### config.mk
export PLATFORM = sky130hd
export DESIGN_NAME = regfile_write_scheduler_flat
export DESIGN_NICKNAME = d
export VERILOG_FILES = /design/src/rtl/regfile_write_scheduler_pkg.sv /design/src/rtl/regfile_write_scheduler_if.sv /design/src/rtl/regfile_write_scheduler_wb_fifo.sv /design/src/rtl/regfile_write_scheduler.sv /design/src/flat_wrapper.sv
export SDC_FILE = /design/constraint.sdc
export NUM_CORES = 1
export LEC_CHECK = 0
export ABC_AREA = 1
export CELL_PAD_IN_SITES_DETAIL_PLACEMENT = 2
export CELL_PAD_IN_SITES_GLOBAL_PLACEMENT = 2
export CORE_MARGIN = 5
export CORE_UTILIZATION = 40
export CTS_BUF_LIST = sky130_fd_sc_hd__clkbuf_4 sky130_fd_sc_hd__clkbuf_8
export CTS_CLUSTER_SIZE = 16
export DETAILED_ROUTE_END_ITERATION = 16
export DONT_BUFFER_PORTS = 1
export PLACE_DENSITY = 0.82
export SETUP_SLACK_MARGIN = 0.1
export SYNTH_ARGS = -nofsm -noshare
export SYNTH_HDL_FRONTEND = slang
export SYNTH_SLANG_ARGS = --single-unit
export TNS_END_PERCENT = 1
### constraint.sdc
create_clock -name clock -period 6.72 [get_ports clock]
set_input_delay 1.008 -clock clock [delete_from_list [all_inputs] [get_ports clock]]
set_output_delay 1.008 -clock clock [all_outputs]
set_load 0.03 [all_outputs]
### src/rtl/regfile_write_scheduler_pkg.sv
// rtl/regfile_write_scheduler_pkg.sv - shared types and constants for the register file write scheduler
package regfile_pkg;

    localparam int REG_ADDR_W = 5;
    localparam int REG_DATA_W = 32;

    localparam logic [REG_ADDR_W-1:0] ZERO_REG = 5'd0;

    typedef struct packed {
        logic [REG_ADDR_W-1:0] reg_addr;
        logic [REG_DATA_W-1:0] data;
    } wb_entry_t;

endpackage

### src/rtl/regfile_write_scheduler_if.sv
// rtl/regfile_write_scheduler_if.sv - producer, register file and status bundle (REGFILE_WRITE_FORWARD_EN adds the lookup port)
interface regfile_write_scheduler_if #(
    parameter int CNT_W = 3
) ();
    logic             alu_valid;
    logic             alu_ready;
    logic [4:0]       alu_reg;
    logic [31:0]      alu_data;
    logic             mem_valid;
    logic             mem_ready;
    logic [4:0]       mem_reg;
    logic [31:0]      mem_data;
    logic [4:0]       rf_write_reg;
    logic [31:0]      rf_write_data;
    logic             rf_reg_write;
    logic [CNT_W-1:0] count;
    logic             empty;
`ifdef REGFILE_WRITE_FORWARD_EN
    logic [4:0]       fwd_reg;
    logic             fwd_hit;
    logic [31:0]      fwd_data;
`endif

    modport master (
        output alu_valid, alu_reg, alu_data, mem_valid, mem_reg, mem_data,
        input  alu_ready, mem_ready, rf_write_reg, rf_write_data, rf_reg_write, count, empty
`ifdef REGFILE_WRITE_FORWARD_EN
        , output fwd_reg
        , input  fwd_hit, fwd_data
`endif
    );

    modport slave (
        input  alu_valid, alu_reg, alu_data, mem_valid, mem_reg, mem_data,
        output alu_ready, mem_ready, rf_write_reg, rf_write_data, rf_reg_write, count, empty
`ifdef REGFILE_WRITE_FORWARD_EN
        , input  fwd_reg
        , output fwd_hit, fwd_data
`endif
    );

endinterface

### src/rtl/regfile_write_scheduler_wb_fifo.sv
// rtl/regfile_write_scheduler_wb_fifo.sv - dual-push single-pop writeback FIFO (REGFILE_WRITE_FORWARD_EN exposes entries by age)
module wb_fifo
    import regfile_pkg::*;
#(
    parameter int DEPTH = 4,
    parameter int CNT_W = $clog2(DEPTH + 1)
) (
    input  logic             clock,
    input  logic             reset,
    input  logic             push_a,
    input  wb_entry_t        entry_a,
    input  logic             push_b,
    input  wb_entry_t        entry_b,
    input  logic             pop,
    output wb_entry_t        head,
    output logic [CNT_W-1:0] count
`ifdef REGFILE_WRITE_FORWARD_EN
    , output wb_entry_t      by_age [DEPTH]
`endif
);
    localparam int PTR_W = $clog2(DEPTH);

    wb_entry_t        mem [DEPTH];
    logic [PTR_W-1:0] rd_ptr;
    logic [PTR_W-1:0] wr_ptr;
    logic [PTR_W-1:0] wr_ptr_b;
    logic [1:0]       n_push;
    logic             do_pop;

    assign n_push   = {1'b0, push_a} + {1'b0, push_b};
    assign do_pop   = pop && (count != '0);
    // When both push, entry_b lands one slot behind entry_a.
    assign wr_ptr_b = push_a ? wr_ptr + PTR_W'(1) : wr_ptr;
    assign head     = mem[rd_ptr];

    always_ff @(posedge clock) begin
        if (push_a) mem[wr_ptr]   <= entry_a;
        if (push_b) mem[wr_ptr_b] <= entry_b;
    end

    always_ff @(posedge clock) begin
        if (reset) begin
            rd_ptr <= '0;
            wr_ptr <= '0;
            count  <= '0;
        end else begin
            wr_ptr <= wr_ptr + PTR_W'(n_push);
            rd_ptr <= rd_ptr + PTR_W'(do_pop);
            count  <= count + CNT_W'(n_push) - CNT_W'(do_pop);
        end
    end

`ifdef REGFILE_WRITE_FORWARD_EN
    always_comb begin
        for (int i = 0; i < DEPTH; i++) begin
            by_age[i] = mem[rd_ptr + PTR_W'(i)];
        end
    end
`endif

endmodule

### src/rtl/regfile_write_scheduler.sv
// rtl/regfile_write_scheduler.sv - merges ALU and load writebacks onto the single register file write port (REGFILE_WRITE_FORWARD_EN)
module regfile_write_scheduler
    import regfile_pkg::*;
#(
    parameter int DEPTH = 4,
    parameter int CNT_W = $clog2(DEPTH + 1)
) (
    input  logic                     clock,
    input  logic                     reset,
    regfile_write_scheduler_if.slave bus
);
    wb_entry_t        head;
    wb_entry_t        entry_a;
    wb_entry_t        entry_b;
    logic [CNT_W-1:0] fifo_count;
    logic [CNT_W-1:0] free;
    logic             alu_push;
    logic             mem_push;
    logic             drain;
`ifdef REGFILE_WRITE_FORWARD_EN
    wb_entry_t        by_age [DEPTH];
`endif

    // Free space ignores this cycle's pop, so a full queue never accepts.
    assign free = CNT_W'(DEPTH) - fifo_count;

    assign bus.alu_ready = !reset && (free != '0);
    assign bus.mem_ready = !reset && ((free >= CNT_W'(2)) ||
                                      ((free == CNT_W'(1)) && !bus.alu_valid));

    // Register 0 results complete the handshake but are dropped.
    assign alu_push = bus.alu_valid && bus.alu_ready && (bus.alu_reg != ZERO_REG);
    assign mem_push = bus.mem_valid && bus.mem_ready && (bus.mem_reg != ZERO_REG);

    assign entry_a = '{reg_addr: bus.alu_reg, data: bus.alu_data};
    assign entry_b = '{reg_addr: bus.mem_reg, data: bus.mem_data};

    wb_fifo #(
        .DEPTH (DEPTH),
        .CNT_W (CNT_W)
    ) u_fifo (
        .clock   (clock),
        .reset   (reset),
        .push_a  (alu_push),
        .entry_a (entry_a),
        .push_b  (mem_push),
        .entry_b (entry_b),
        .pop     (drain),
        .head    (head),
        .count   (fifo_count)
`ifdef REGFILE_WRITE_FORWARD_EN
        , .by_age (by_age)
`endif
    );

    // Head is written and popped at the same edge; suppressed under reset.
    assign drain             = !reset && (fifo_count != '0);
    assign bus.rf_reg_write  = drain;
    assign bus.rf_write_reg  = drain ? head.reg_addr : '0;
    assign bus.rf_write_data = drain ? head.data : '0;
    assign bus.count         = fifo_count;
    assign bus.empty         = (fifo_count == '0);

`ifdef REGFILE_WRITE_FORWARD_EN
    // Scan oldest to youngest so the youngest match wins.
    always_comb begin
        bus.fwd_hit  = 1'b0;
        bus.fwd_data = '0;
        for (int i = 0; i < DEPTH; i++) begin
            if ((CNT_W'(i) < fifo_count) && (bus.fwd_reg != ZERO_REG) &&
                (by_age[i].reg_addr == bus.fwd_reg)) begin
                bus.fwd_hit  = 1'b1;
                bus.fwd_data = by_age[i].data;
            end
        end
    end
`endif

endmodule

### src/flat_wrapper.sv
// flat-port wrapper written by rule: the top's interface ports become plain ports
module regfile_write_scheduler_flat import regfile_pkg::*;
#(
    parameter int DEPTH = 4,
    parameter int CNT_W = $clog2(DEPTH + 1)
)
  (clock, reset, bus_alu_valid, bus_alu_reg, bus_alu_data, bus_mem_valid, bus_mem_reg, bus_mem_data, bus_alu_ready, bus_mem_ready, bus_rf_write_reg, bus_rf_write_data, bus_rf_reg_write, bus_count, bus_empty);
  regfile_write_scheduler_if #(.CNT_W(CNT_W)) bus_i ();
  input  logic clock;
  input  logic reset;
  input wire logic [$bits(bus_i.alu_valid)-1:0] bus_alu_valid;
  input wire logic [$bits(bus_i.alu_reg)-1:0] bus_alu_reg;
  input wire logic [$bits(bus_i.alu_data)-1:0] bus_alu_data;
  input wire logic [$bits(bus_i.mem_valid)-1:0] bus_mem_valid;
  input wire logic [$bits(bus_i.mem_reg)-1:0] bus_mem_reg;
  input wire logic [$bits(bus_i.mem_data)-1:0] bus_mem_data;
  output wire logic [$bits(bus_i.alu_ready)-1:0] bus_alu_ready;
  output wire logic [$bits(bus_i.mem_ready)-1:0] bus_mem_ready;
  output wire logic [$bits(bus_i.rf_write_reg)-1:0] bus_rf_write_reg;
  output wire logic [$bits(bus_i.rf_write_data)-1:0] bus_rf_write_data;
  output wire logic [$bits(bus_i.rf_reg_write)-1:0] bus_rf_reg_write;
  output wire logic [$bits(bus_i.count)-1:0] bus_count;
  output wire logic [$bits(bus_i.empty)-1:0] bus_empty;
  assign bus_i.alu_valid = bus_alu_valid;
  assign bus_i.alu_reg = bus_alu_reg;
  assign bus_i.alu_data = bus_alu_data;
  assign bus_i.mem_valid = bus_mem_valid;
  assign bus_i.mem_reg = bus_mem_reg;
  assign bus_i.mem_data = bus_mem_data;
  assign bus_alu_ready = bus_i.alu_ready;
  assign bus_mem_ready = bus_i.mem_ready;
  assign bus_rf_write_reg = bus_i.rf_write_reg;
  assign bus_rf_write_data = bus_i.rf_write_data;
  assign bus_rf_reg_write = bus_i.rf_reg_write;
  assign bus_count = bus_i.count;
  assign bus_empty = bus_i.empty;
  regfile_write_scheduler #(.DEPTH(DEPTH), .CNT_W(CNT_W)) u_core (.clock(clock), .reset(reset), .bus(bus_i));
endmodule
== Word-level counts from Yosys, hierarchy flattened ==
Memories as Yosys holds them, arrays and structs flattened. A register that Yosys moved wholly into a read port is not among the register bits.
Index checks and enable logic that the tools add are counted.

* Logic and storage cells: 38
* Memories: 1
* Output and inout bits: 44
* RAM bits: 148
* Input bits: 78
* Flip-flop bits (word level): 7

{| class="wikitable"
|+ Memory list
! name !! words !! width !! read ports !! clocked after memory_dff !! wr ports !! RTL line !! RTL
|-
| u_core.u_fifo.mem || 4 || 37 || 1 || 1 || 2 || regfile_write_scheduler_wb_fifo.sv:23 || <nowiki>wb_entry_t mem [DEPTH];</nowiki>
|}

* Add/sub/neg operators: 7
* Reduce and logical (&&, ||, !) cells: 17
* Multiplexer cells: 8
* Eq/ne operators: 1
* Order comparisons: 1

{| class="wikitable"
|+ Operators with widths
! cell !! count
|-
| $mux W32 || 1
|-
| $reduce_bool A5 Y1 || 2
|-
| $logic_and A1 B1 Y1 || 9
|-
| $reduce_bool A3 Y1 || 2
|-
| $mux W5 || 1
|-
| $mux W1 || 4
|-
| $mux W2 || 2
|-
| $add A3 B2 Y3 || 1
|-
| $eq A3 B1 Y1 const B || 1
|-
| $ge A3 B2 Y1 const B || 1
|-
| $logic_not A3 Y1 || 1
|-
| $sub A3 B1 Y3 || 1
|-
| $sub A3 B3 Y3 const A || 1
|-
| $add A1 B1 Y2 || 1
|-
| $add A2 B1 Y2 || 1
|-
| $add A2 B1 Y2 const B || 1
|-
| $add A2 B2 Y2 || 1
|-
| $logic_not A1 Y1 || 2
|-
| $logic_or A1 B1 Y1 || 1
|}

== Depth between registers and ports, before layout ==
Gate-level depths: netlist of run 1.

* Word-level depth: 10
* Mapped depth: 16
* Gate-level depth less buffers: 15

== By module ==
A second synthesis of run 1 with hierarchy kept.

* Cell total of the unflattened synthesis: 1032
* Area, all modules: 8684.6 µm²

{| class="wikitable"
|+ Modules (own cells, without submodules)
! module !! area an instance (µm²) !! cells an instance !! times used !! sequential area each (µm²)
|-
| wb_fifo || 8141.6 || 925 || 1 || 4584.4
|-
| regfile_write_scheduler || 543.0 || 107 || 1 || 0.0
|}

== Worst setup path before layout of run 1 ==
OpenSTA, ideal clock, no wires.

* Path type: reg2out
* Start: register u_core.u_fifo.count[0]
* End: output port bus_rf_write_data[10]
* Cell stages (with the launch flop): 8
* Path buffers: 1
* Setup slack: 3062 ps
* Arrival time: 2650 ps
* Required time: 5712 ps
* Cells stage by stage: dfxtp_1 > inv_1 > ha_1 > ha_1 > nor2_1 > inv_2 > buf_1 > a21oi_1

* Longest elaborated chain between the ends: 3

{| class="wikitable"
|+ Ends and longest elaborated chain
! what !! RTL line !! RTL
|-
| start: declaration || regfile_write_scheduler_wb_fifo.sv:16 || <nowiki>output logic [CNT_W-1:0] count</nowiki>
|-
| start signal: assignment || regfile_write_scheduler_wb_fifo.sv:49 || <nowiki>count <= count + CNT_W'(n_push) - CNT_W'(do_pop);</nowiki>
|-
| $reduce_bool A3 Y1 || regfile_write_scheduler.sv:57 || <nowiki>assign drain = !reset && (fifo_count != '0);</nowiki>
|-
| $logic_and A1 B1 Y1 || regfile_write_scheduler.sv:57 ||
|-
| net bus_rf_reg_write || flat_wrapper.sv:21 || <nowiki>output wire logic [$bits(bus_i.rf_reg_write)-1:0] bus_rf_reg_write;</nowiki>
|-
| $mux W32 || regfile_write_scheduler.sv:60 || <nowiki>assign bus.rf_write_data = drain ? head.data : '0;</nowiki>
|-
| end: declaration || flat_wrapper.sv:20 || <nowiki>output wire logic [$bits(bus_i.rf_write_data)-1:0] bus_rf_write_data;</nowiki>
|}

The timed path passes the listed nets, and every way through them passes these cells.

== Worst setup path in the final report of run 1 ==
* Start: register u_core.u_fifo.count[0]
* End: output port bus_rf_write_data[21]

The elaborated chain is that of the path after synthesis.

==> impl_metrics.toml, run 1 <==
[setup_path]
critical_path.most_common_cell = "ha_1"
cpMaxStageDelayCell = "a21oi_1"
crit_required_ps = 5710
worst_setup_path_end_kind = "output pin"
max_stage_delay_ps = 700
path_cells = "inv_1 -> ha_1 -> ha_1 -> nor2_1 -> inv_2 -> a21oi_1"
cp-start-kind = "register"
worstPathArrival_ps = 3680
worstPathMaxFanout = 37
critPathKind = "reg2out"

[timing]
fmax_mhz = 213.5
setup_viol = 0
min_period_ps = 4684
max_slew_margin = 0.2483
fin_skew_ps = 18.31
setup_tns_ps = 0
fin_crit_sh = 0.6970
tightest_slew_ps = 1124
hold_viol_final = 0
rsz0062_at_grt = "no"
maxSlewViolCount = 0
fin_ws_ps = 2036

[route]
first_pass_iters = 4
wire_per_inst_um = 24.75
routed_wl_um = 31630
antenna_left = 0
drcViolationCount = 0
num_vias = 7708
dr.first_iter.drc_count = 446
via_per_inst = 6.031

[synthesis]
ys_seq_elements = 155
synth_ff_type = "edfxtp_1"
syn_area_um2 = 8945
synth.distinct_cells = 27
synth_nets = 1136
yosys-top-cells-area = "edfxtp_1, nand2_1, nand4_1, nor2_1, o21ai_0"
seq_area_frac_synth = 0.5125
synth_edf_count = 148
async_flop_share = 0
yosys_warnings = 0
synth_top_area_cell = "edfxtp_1"
synth_top_cell_area_share = 0.4969
synthCells = 1042
avgSynthCellArea_um2 = 8.584

[power]
p_seq_frac = 0.375
power_mw = 3.515
p_sw_frac = 0.4565
power.leakage_nw = 3.687
p_switching_mw = 1.605
vdd_ir_drop_max_mv = 0.2401
p_clk_frac = 0.214
combPwrFrac = 0.411
p_per_area_nw_per_um2 = 380.6
p_int_mw = 1.910

[clocking]
path_clk_slew_ps = 90
cts.sinks = 155
tritoncts = "yes"
post_cts_buffers = 0
cts_hold_buf = 0
cts_made_buffers = 17
clockBufferDepth = 2
clk-insertion-delay-late_ps = 470
cts_resized = 0
clockRootBuffer = "clkbuf_8"
cts-htree-levels = 4

[job]
maxCapViolCount = 0

[floorplan]
ioPinCount = 122
num_rows = 54
die-area_um2 = 25450
coreArea_um2 = 21890
die_width_um = 159.5
start_util = 0.4086
die_h_um = 159.5

[global_route]
grt_max_degree = 76
antenna_found_initial = 0
grt_remaining_overflow = 0
grt_usage = 0.2454
grt_pass1_wl_um = 49300
grt_pass1_vias = 8664

[finish]
multi_input_area_um2 = 3690
area_delta_synth_final_pct = 3.245
largest_reg_flops = 148
ff_latch_area_um2 = 4587
final_common_cell = "nand2_1"
layout_common_cells = "nand2_1, nor2_1, nand4_1, edfxtp_1, o21ai_0"
nFillCells = 2458
nNetsFinal = 1079
drive_gt1_frac = 0.07014
antenna_cells = 0

[place]
dp_slack_ps = 2444
hpwlAfterDp_um = 18840
gp_congestion = 0.7268
io_buffers = 0

[hold_path]
min_path_type = "in2reg"

[outcome]
outcome = "finished, final reports clean"
[power by group through the flow]
stage          clock (mW)  combinational (mW)  sequential, mW
2_1_floorplan           0                1.14            1.32
3_3_place_gp            0                1.40            1.33
3_5_place_dp            0                1.45            1.34
4_1_cts             0.758                1.46            1.32
5_1_grt             0.804                1.57            1.33
6_report            0.753                1.44            1.32
[cell usage after synthesis (all sizes together), types with 3 or more instances]
cell type / number
nand2: 316
nand3: 10
nor3b: 3
inv: 24
edfxtp: 148
buf: 81
o21ai: 74
ha: 15
dfxtp: 7
clkbuf: 10
nor2: 163
a21oi: 37
nand4: 148
[per-stage QoR]
stage          hold slack, ps  instances  instance area, µm²  utilization
6_report                593.7       1278                9235       0.4219
5_1_grt                 564.2       1278                9235       0.4219
4_1_cts                 567.6       1278                9235       0.4219
3_5_place_dp            579.8       1246                8830       0.4033
3_3_place_gp            572.5       1246                8830       0.4033
2_1_floorplan           528.0       1042                8945            -
[worst max-delay path: cells and delay by family, from the launching register on]
kind,cells,cell delay [ps]
fa+ha+maj,2,550
buf+inv,2,670
flops,1,580
compound gates,1,700
simple gates,1,670
[metal layers]
layer | vias up | track usage | part of all wire
met5 | - | 0 | 0
met4 | 0 | 0.06592 | 0.015
met3 | 34 | 0.05022 | 0.042
met2 | 153 | 0.4471 | 0.52
met1 | 4023 | 0.2934 | 0.42
li1 | 3498 | - | -
[cell type report]
cell class	count	share of cell area
Clock inverter	12	0.01612
Tap cell	280	0.03794
Multi-Input combinational cell	772	0.3995
Sequential cell	155	0.4967
Inverter	24	0.009755
Timing Repair Buffer	15	0.01219
Clock buffer	20	0.02777
[final timing paths]
path	endpoint	depth (start not counted)	slack (ps)	startpoint
setup / recovery	bus_rf_write_data[21]	6	2040	u_core.u_fifo.count[0]$_SDFF_PP0_
hold reg to reg	u_core.u_fifo.wr_ptr[1]$_SDFF_PP0_	2	620	u_core.u_fifo.wr_ptr[1]$_SDFF_PP0_
setup reg to reg	u_core.u_fifo.mem[2][16]$_DFFE_PP_	9	2410	u_core.u_fifo.count[0]$_SDFF_PP0_
hold / removal	u_core.u_fifo.rd_ptr[0]$_SDFF_PP0_	1	590	reset
[kinds of logic (layout without fill, tap and decap cells)]
logic type | count (synthesis) | count (layout) | share of synthesized area
adders and majority gates | 16 | 16 | 0.02322
AOI/OAI and AO/OA | 112 | 112 | 0.06420
xor gates and xnor gates | 3 | 3 | 0.002938
buffers and inverters | 115 | 71 | 0.07610
and+or+nand+nor | 641 | 641 | 0.3210
DFF | 155 | 155 | 0.5125
No activity file was read; power rests on OpenSTA's default activity.
==> run 2: changes to the inputs <==
--- a/config.mk
+++ b/config.mk
@@ -9,12 +9,12 @@
 export CELL_PAD_IN_SITES_DETAIL_PLACEMENT = 2
 export CELL_PAD_IN_SITES_GLOBAL_PLACEMENT = 2
 export CORE_MARGIN = 5
-export CORE_UTILIZATION = 40
+export CORE_UTILIZATION = 36
 export CTS_BUF_LIST = sky130_fd_sc_hd__clkbuf_4 sky130_fd_sc_hd__clkbuf_8
 export CTS_CLUSTER_SIZE = 16
 export DETAILED_ROUTE_END_ITERATION = 16
 export DONT_BUFFER_PORTS = 1
-export PLACE_DENSITY = 0.82
+export PLACE_DENSITY = 0.78
 export SETUP_SLACK_MARGIN = 0.1
 export SYNTH_ARGS = -nofsm -noshare
 export SYNTH_HDL_FRONTEND = slang
==> constraint.sdc (replaced) <==
create_clock -name clock -period 4.2 [get_ports clock]
set_input_delay 0.63 -clock clock [delete_from_list [all_inputs] [get_ports clock]]
set_output_delay 0.63 -clock clock [all_outputs]
set_load 0.03 [all_outputs]
==> run 2 against run 1 <==
Largest power group unchanged. Non-clock buffer count up 43. Sequential cell count unchanged. Highest routed layer unchanged. Utilization down 2.5 points. Worst hold slack worse by 390 ps.
==> impl_metrics.toml, run 2 (synthesized netlist as in run 1, its figures left out) <==
[finish]
largest_reg_flops = 148
nNetsFinal = 1122
finalCoreUtilization = 0.3974
nFillCells = 2774
layout_common_cells = "nand2_1, nor2_1, nand4_1, edfxtp_1, buf_4"
antenna_cells = 0
drive_gt1_frac = 0.1076
final_common_cell = "nand2_1"
area_delta_synth_final_pct = 8.351

[timing]
setup_viol = 0
min_period_ps = 3687
tightest_slew_ps = 1048
maxSlewViolCount = 0
fmax_mhz = 271.2
timing.hold.ws_ps = 204.2
fin_skew_ps = 12.32
max_slew_margin = 0.3001
setup_tns_ps = 0
hold_viol_final = 0
rsz0062_at_grt = "no"
fin_crit_sh = 0.8778

[global_route]
grt_usage = 0.2348
grt_max_degree = 84
grt_pass1_vias = 8958
grt_pass1_wl_um = 51610
antenna_found_initial = 0
grt_remaining_overflow = 0

[setup_path]
critPathKind = "reg2out"
worst_setup_path_end_kind = "output pin"
cp-start-kind = "register"
worstPathArrival_ps = 3060
critPathLaunch = "u_core.u_fifo.count[0]$_SDFF_PP0_"
worstPathMaxFanout = 37
crit_required_ps = 3570
r2r_start = "u_core.u_fifo.count[0]$_SDFF_PP0_"

[floorplan]
coreArea_um2 = 24390
ioPinCount = 122
num_rows = 57
start_util = 0.3667
die_width_um = 167.6
die_h_um = 167.6
die-area_um2 = 28100

[outcome]
outcome = "finished, final reports clean"

[job]
maxCapViolCount = 0

[clocking]
cts.sinks = 155
path_clk_slew_ps = 100
cts_made_buffers = 17
cts_hold_buf = 0
cts-htree-levels = 4
post_cts_buffers = 0
tritoncts = "yes"
clockBufferDepth = 2
clk-insertion-delay-late_ps = 470
cts_resized = 0
clockRootBuffer = "clkbuf_8"

[route]
drcViolationCount = 0
antenna_left = 0
dr.first_iter.drc_count = 486
via_per_inst = 5.842
routed_wl_um = 33270
wire_per_inst_um = 24.38
num_vias = 7974
first_pass_iters = 4

[hold_path]
min_path_type = "in2reg"
hp-start = "reset"

[power]
p_per_area_nw_per_um2 = 611.9
power.leakage_nw = 3.929
vdd_ir_drop_max_mv = 0.4053

[place]
gp_congestion = 0.7518
hpwlAfterDp_um = 19580
io_buffers = 0
run 2: cell count changes in the layout (fill, tap and decap cells not counted), sizes merged:
| cell | previous run | this run |
|---|---|---|
| inv | 25 | 30 |
| clkbuf | 20 | 17 |
| clkinv | 4 | 2 |
| buf | 15 | 58 |
run 2: per-stage QoR:
| stage | setup WS (ps) | total power, mW | cell area [µm²] | std cells |
|---|---|---|---|---|
| floorplan | 919.8 | 3.934 | 8945 | 1042 |
| finish | 513.2 | 5.930 | 9692 | 1365 |
| detailed placement | 651.1 | 4.741 | 9270 | 1333 |
| CTS | 502.5 | 5.977 | 9692 | 1365 |
| global placement | 760.6 | 4.627 | 9270 | 1333 |
| global route | 395.5 | 6.251 | 9692 | 1365 |
run 2: layout make-up:
cell class	count	area (µm²)	share of cell area
Tap cell	324	405.4	0.04183
Inverter	24	90.09	0.009295
Timing Repair Buffer	58	485.5	0.05009
Clock inverter	15	187.7	0.01936
Sequential cell	155	4589	0.4735
Multi-Input combinational cell	772	3700	0.3817
Clock buffer	17	234.0	0.02414
run 2: final timing paths:
kind	endpoint	slack [ps]	depth (start not counted)
worst max-delay path	bus_rf_write_reg[3]	510	7
worst min-delay path	u_core.u_fifo.rd_ptr[0]$_SDFF_PP0_	200	1
worst max register to register	u_core.u_fifo.mem[2][22]$_DFFE_PP_	600	10
worst min register to register	u_core.u_fifo.wr_ptr[1]$_SDFF_PP0_	620	2
run 2: critical path, cell delays in order, from the launching register on:
cell and delay (ps):
dfxtp_1 580, inv_1 130, ha_1 250, ha_1 330, nor2_1 220, inv_2 400, a21oi_1 430, buf_4 230
run 2: routing by layer:
metal | routed length [µm] | share of wire | vias to the layer above | global-route usage
li1 | - | - | 3590 | -
met5 | 0 | 0 | - | 0
met4 | 711 | 0.021 | 0 | 0.08292
met3 | 2081 | 0.063 | 53 | 0.05634
met2 | 17510 | 0.53 | 231 | 0.4224
met1 | 12970 | 0.39 | 4100 | 0.2728
run 2: power by group:
part	internal, mW	total [mW]	leakage (nW)	switching, mW
logic	0.638	2.59	2.32	1.95
clock network	0.599	1.24	0.200	0.640
registers	2.00	2.10	1.41	0.105
total	3.24	5.93	3.93	2.69
